`config.mk`:
```
export PLATFORM = sky130hd
export DESIGN_NAME = param_register_file
export DESIGN_NICKNAME = d
export VERILOG_FILES = /design/src/rtl/rf_pkg.sv /design/src/rtl/rf_clear_ctrl.sv /design/src/rtl/param_register_file.sv
export SDC_FILE = /design/constraint.sdc
export NUM_CORES = 2
export LEC_CHECK = 0
export CAP_MARGIN = 30
export CORE_ASPECT_RATIO = 1.5
export CORE_UTILIZATION = 63
export CTS_BUF_LIST = sky130_fd_sc_hd__clkbuf_16
export DETAILED_ROUTE_END_ITERATION = 12
export MAX_ROUTING_LAYER = met4
export PLACE_DENSITY = 0.85
export SYNTH_ARGS = -nofsm -noshare
export SYNTH_HDL_FRONTEND = slang
export SYNTH_HIERARCHICAL = 1
export SYNTH_SLANG_ARGS = --single-unit
export TNS_END_PERCENT = 30
```
`constraint.sdc`:
```
create_clock -name Clk -period 9.2 [get_ports Clk]
set_input_delay 2.3 -clock Clk [delete_from_list [all_inputs] [get_ports Clk]]
set_output_delay 2.3 -clock Clk [all_outputs]
set_load 0.005 [all_outputs]
```
`src/rtl/rf_pkg.sv`:
```
//------------------------------------------------------------------------------
// rf_pkg: shared FSM state type and default sizing for param_register_file.
// Revision: 1.0
//------------------------------------------------------------------------------
`default_nettype none

package rf_pkg;

    localparam int RF_DEFAULT_WIDTH = 64;
    localparam int RF_DEFAULT_DEPTH = 32;

    typedef enum logic [0:0] {
        ST_CLEARING = 1'b0,
        ST_READY    = 1'b1
    } rf_state_t;

endpackage

`default_nettype wire

```
`src/rtl/rf_clear_ctrl.sv`:
```
//------------------------------------------------------------------------------
// rf_clear_ctrl: CLEARING/READY sequencer and clear-index counter.
// Revision: 1.0
//------------------------------------------------------------------------------
`default_nettype none

module rf_clear_ctrl
    import rf_pkg::*;
#(
    parameter int DEPTH = RF_DEFAULT_DEPTH
) (
    input  logic                     Clk,
    input  logic                     Reset,
    input  logic                     Clear,
    output logic                     ready,
    output logic                     clr_en,
    output logic [$clog2(DEPTH)-1:0] clr_idx
);

    localparam int AW = $clog2(DEPTH);
    localparam logic [AW-1:0] LAST_IDX = AW'(DEPTH - 1);

    rf_state_t     state;
    rf_state_t     state_next;
    logic [AW-1:0] idx_next;

    always_ff @(posedge Clk or posedge Reset) begin
        if (Reset) begin
            state   <= ST_CLEARING;
            clr_idx <= '0;
        end else begin
            state   <= state_next;
            clr_idx <= idx_next;
        end
    end

    // Clear requests arriving while already clearing are ignored on purpose.
    always_comb begin
        state_next = state;
        idx_next   = clr_idx;
        case (state)
            ST_CLEARING: begin
                if (clr_idx == LAST_IDX) begin
                    state_next = ST_READY;
                    idx_next   = '0;
                end else begin
                    idx_next = clr_idx + AW'(1);
                end
            end
            ST_READY: begin
                if (Clear) begin
                    state_next = ST_CLEARING;
                    idx_next   = '0;
                end
            end
            default: begin
                state_next = ST_CLEARING;
                idx_next   = '0;
            end
        endcase
    end

    assign ready  = (state == ST_READY);
    assign clr_en = (state == ST_CLEARING);

endmodule

`default_nettype wire

```
`src/rtl/param_register_file.sv`:
```
//------------------------------------------------------------------------------
// param_register_file: 2-read/1-write register file with hardwired zero
// register and self-clearing sequence. Option: REGFILE_BYPASS_EN.
// Revision: 1.0
//------------------------------------------------------------------------------
`default_nettype none

module param_register_file
    import rf_pkg::*;
#(
    parameter int WIDTH    = RF_DEFAULT_WIDTH,
    parameter int DEPTH    = RF_DEFAULT_DEPTH,
    parameter int ZERO_REG = DEPTH - 1
) (
    input  logic                     Clk,
    input  logic                     Reset,
    input  logic [$clog2(DEPTH)-1:0] RA,
    input  logic [$clog2(DEPTH)-1:0] RB,
    input  logic [$clog2(DEPTH)-1:0] RW,
    input  logic [WIDTH-1:0]         BusW,
    input  logic                     RegWr,
    input  logic                     Clear,
    output logic [WIDTH-1:0]         BusA,
    output logic [WIDTH-1:0]         BusB,
    output logic                     Ready,
    output logic                     WrDropped
);

    localparam int AW = $clog2(DEPTH);
    localparam logic [AW-1:0] ZERO_ADDR = AW'(ZERO_REG);

    logic [WIDTH-1:0] regs [DEPTH];
    logic             ready;
    logic             clr_en;
    logic [AW-1:0]    clr_idx;
    logic             write_en;

    rf_clear_ctrl #(
        .DEPTH (DEPTH)
    ) u_clear_ctrl (
        .Clk     (Clk),
        .Reset   (Reset),
        .Clear   (Clear),
        .ready   (ready),
        .clr_en  (clr_en),
        .clr_idx (clr_idx)
    );

    assign Ready    = ready;
    // A write coinciding with a sampled Clear is discarded, not committed.
    assign write_en = ready && RegWr && !Clear && (RW != ZERO_ADDR);

    always_ff @(posedge Clk) begin
        if (clr_en) begin
            regs[clr_idx] <= '0;
        end else if (write_en) begin
            regs[RW] <= BusW;
        end
    end

    always_ff @(posedge Clk or posedge Reset) begin
        if (Reset) begin
            WrDropped <= 1'b0;
        end else begin
            WrDropped <= RegWr && (!ready || Clear);
        end
    end

    always_comb begin
        BusA = regs[RA];
`ifdef REGFILE_BYPASS_EN
        if (write_en && (RA == RW)) begin
            BusA = BusW;
        end
`endif
        if (!ready || (RA == ZERO_ADDR)) begin
            BusA = '0;
        end
    end

    always_comb begin
        BusB = regs[RB];
`ifdef REGFILE_BYPASS_EN
        if (write_en && (RB == RW)) begin
            BusB = BusW;
        end
`endif
        if (!ready || (RB == ZERO_ADDR)) begin
            BusB = '0;
        end
    end

endmodule

`default_nettype wire

```
==> results by group <==
Yosys
  • Mux contribution to synthesized area: 27.62%
  • Syn avg cell area: 19.79 um^2
  • Async set-reset flop share out of synthesis: 0.3406%
  • Distinct cells, synth: 58
  • Synth top area cells: edfxtp_1 64%, mux4_2 20%, mux2i_1 4.3%, mux2_2 3.2%, buf_2 0.82%
  • Top cells by count, synth: 2048 x edfxtp_1, 858 x mux4_2, 414 x mux2i_1
  • Synth Area in XOR/XNOR: 0.009113%
  • Netlist Area Pre-Place: 0.09611 mm^2
  • Synth Area in Simple Gates: 2.114%
  • Synth top area share: 63.99%
  • Adder-cell share of the synthesized area: 0.02604%
  • Synthesis Warnings: 6
  • Most frequent cell after synthesis: edfxtp_1
  • Post-synth EDFFs: 2048
  • Seq cells post-synth: 2055
  • Largest family of logic cells by synthesized area: multiplexers
  • Post-Syn Instances: 4856
  • Seq/Total Area, Yosys: 64.17%
  • Compound-cell area share of the yosys netlist: 3.788%
  • Synth Net Count: 4941
  • Top_reg_cell synth: edfxtp_1
  • Area leader, netlist: edfxtp_1

Outcome
  • Status: finished, final reports clean

Critical path
  • Worst-path cell chain: clkdlybuf4s50_1 > inv_8 > buf_4 > mux2i_1 > o211a_1 > a2111oi_1 > buf_4 > clkdlybuf4s50_1
  • Critical path buffers and inverters: 5
  • Req. time, crit path: 6.90 ns
  • Critical Path Start Type: input port
  • CP max stage cell: a2111oi_1
  • Setup CP Type: in -> out
  • Critical Path Fanout Max: 56
  • Data arrival, critical path: 6.50 ns
  • CP Capture Type: output port
  • Worst r2r src: u_clear_ctrl/ready$_DFF_PP0_
  • Max incr delay on CP: 0.83 ns
  • Worst Setup SP: RB[2]
  • Critical path's top delay family: buffers and inverters

GRT
  • Met2 Resource Use GR: 58.26%
  • GR Overflow Total: 0
  • First-pass GRT wire length: 406.3 mm
  • GR peak layer: met2
  • Met3 Usage GRT: 9.122%
  • Global Route Usage Sum: 38.55%
  • Antenna violations before repair: 6
  • Vias in the first global route: 58.64k
  • Largest net degree at the start of global routing: 101
  • Grt met1 use: 48.72%

Clock tree
  • Post-CTS setup buffers: 0
  • Cts hold-fix bufs: 0
  • Sink Count: 2055
  • Cts repair resizes: 0
  • H-tree depth: 4
  • Clock Tree Buf Depth: 3
  • Clock transition at path regs: 0.06 ns
  • Clk Latency, worst-skew pair: 0.81 ns
  • CTS tree: done
  • Root cell of the clock tree: clkbuf_16
  • CTS Buf Count: 177

Timing
  • Skew final: 0.02092 ns
  • Max Freq: 113.7 MHz
  • Hold Fails Final Rpt: 0
  • Worst slew pin tran: 1.085 ns
  • Final Setup Violations: 0
  • Setup tns final: 0 ns
  • Final min period: 8.795 ns
  • Slew HR: 27.65%
  • RSZ-0062 raised after global routing: no
  • Period utilisation layout: 95.60%
  • Final Max Slew Viols: 0

Drt
  • Pre-antenna DRT Iters: 6
  • # DRC: 0
  • WL final: 287.5 mm
  • DR vias/cell: 8.036
  • Avg WL per Cell: 39.79 um
  • Post-DRT Antenna Nets: 0
  • Initial DRC Count: 10.20k
  • Via count: 58.06k

Floorplan
  • Core ar.: 0.1515 mm^2
  • Ports: 213
  • Die span in x: 320.9 um
  • Row cnt: 175
  • Overall die height: 480.4 um
  • Starting density of the core: 63.43%
  • Full die area: 0.1542 mm^2

Hold path
  • Hold Path Class: reg -> reg
  • Hold path start: u_clear_ctrl/clr_idx[3]$_DFFE_PP0P_

Final layout
  • Fill count: 8726
  • Multi-input gate area: 0.03252 mm^2
  • Synthesis-to-layout area growth: 11.16%
  • Fraction of layout cells with a size suffix above 1: 31.40%
  • Nets: 5120
  • Register area: 0.06167 mm^2
  • Finished Layout Cells: 7225

Place
  • Dpl cells: 6880
  • I/O Buffers: 212
  • Gpl congestion: 0.8602
  • DP HPWL: 149.8 mm

Power
  • Sw Share: 26.82%
  • Pint: 16.61 mW
  • Worst ir drop on vdd: 0.2085 mV
  • Clock share of power: 33.2%
  • Net Switching: 6.087 mW
  • Leak Pwr: 36.17 nW
  • Reg power frac: 50.6%
  • Power Dens Cells: 212.5 mW/mm^2
  • Comb power frac: 16.3%

Run
  • MaxCap Viol Count: 0
[power by group through the flow]
stage          registers [mW]  clock network [mW]  logic, mW
2_1_floorplan            11.6                   0       1.96
3_3_place_gp             11.5                   0       3.48
3_5_place_dp             11.6                   0       3.55
4_1_cts                  11.5                7.50       3.58
5_1_grt                  11.5                7.82       3.73
6_report                 11.5                7.53       3.69
[state kept, by name (all words and copies together), names as in the netlist]
name	count
WrDropped	1
regs	2048
u_clear_ctrl/clr_idx	5
u_clear_ctrl/ready	1
[through the flow]
stage	power [mW]	setup slack, ns	hold WS (ns)	instance area, um^2	util, %
detailed placement	15.18	0.5587	0.5777	100800	66.54
floorplan	13.60	0.8354	0.5306	96110	-
global route	23.06	0.3978	0.6278	106800	70.49
finish	22.70	0.4046	0.5856	106800	70.51
global placement	15.03	0.4801	0.5549	100700	66.45
CTS	22.53	0.5229	0.5817	106600	70.33
[cells by family (layout without fill, tap and decap cells)]
family | Yosys count | count (layout)
simple gates | 402 | 402
buf+inv | 399 | 721
compound gates | 452 | 452
fa+ha+maj | 2 | 2
other cells | 0 | 12
xor+xnor | 1 | 1
mux | 1545 | 1545
flops | 2055 | 2055
[placed cells by master, fill, tap and decap left out, drive strengths merged, types with 5 or more instances in the layout]
master,n
edfxtp,2048
mux4,858
mux2i,414
mux2,273
clkdlybuf4s50,203
clkbuf,186
buf,186
nand2,151
clkinv,76
a22oi,74
and2,69
and3,67
o211ai,66
a221oi,64
o2111ai,63
o221ai,52
o22a,45
inv,42
nor3,39
o22ai,30
nor2,27
bufinv,19
nor2b,17
a21oi,14
diode,12
nor4,10
o21ai,9
clkinvlp,8
nand3,8
dfrtp,7
a22o,7
a2111oi,6
nand2b,5
a31oi,5
[layout make-up]
class / count / share of cell area [%]
inverter: 7 / 0.03865
clock inverter: 138 / 1.061
sequential: 2055 / 57.73
multi-input combinational: 2402 / 30.44
clock buffer: 184 / 4.310
tap: 2035 / 2.383
antenna: 12 / 0.02811
timing repair buffer: 392 / 4.011
[final timing paths]
check / to / slack (ns) / cells past startpoint
setup / recovery: BusB[39] / 0.40 / 8
hold / removal: u_clear_ctrl/clr_idx[3]$_DFFE_PP0P_ / 0.59 / 1
setup reg to reg: regs[12][33]$_DFFE_PP_ / 4.38 / 8
hold reg to reg: u_clear_ctrl/clr_idx[3]$_DFFE_PP0P_ / 0.59 / 1
max in group asynchronous: u_clear_ctrl/clr_idx[3]$_DFFE_PP0P_ / 7.25 / 2
min in group asynchronous: WrDropped$_DFF_PP0_ / 1.68 / 2
[metal layers]
layer  wire (um)  up-vias  part of all wire, %
met4       17930        0                  6.2
met5           0        -                    0
met1       90950    29520                   32
met3       41570     1260                   14
met2      137100     5925                   48
li1            -    21350                    -
Power figures use the tool's default switching activity.
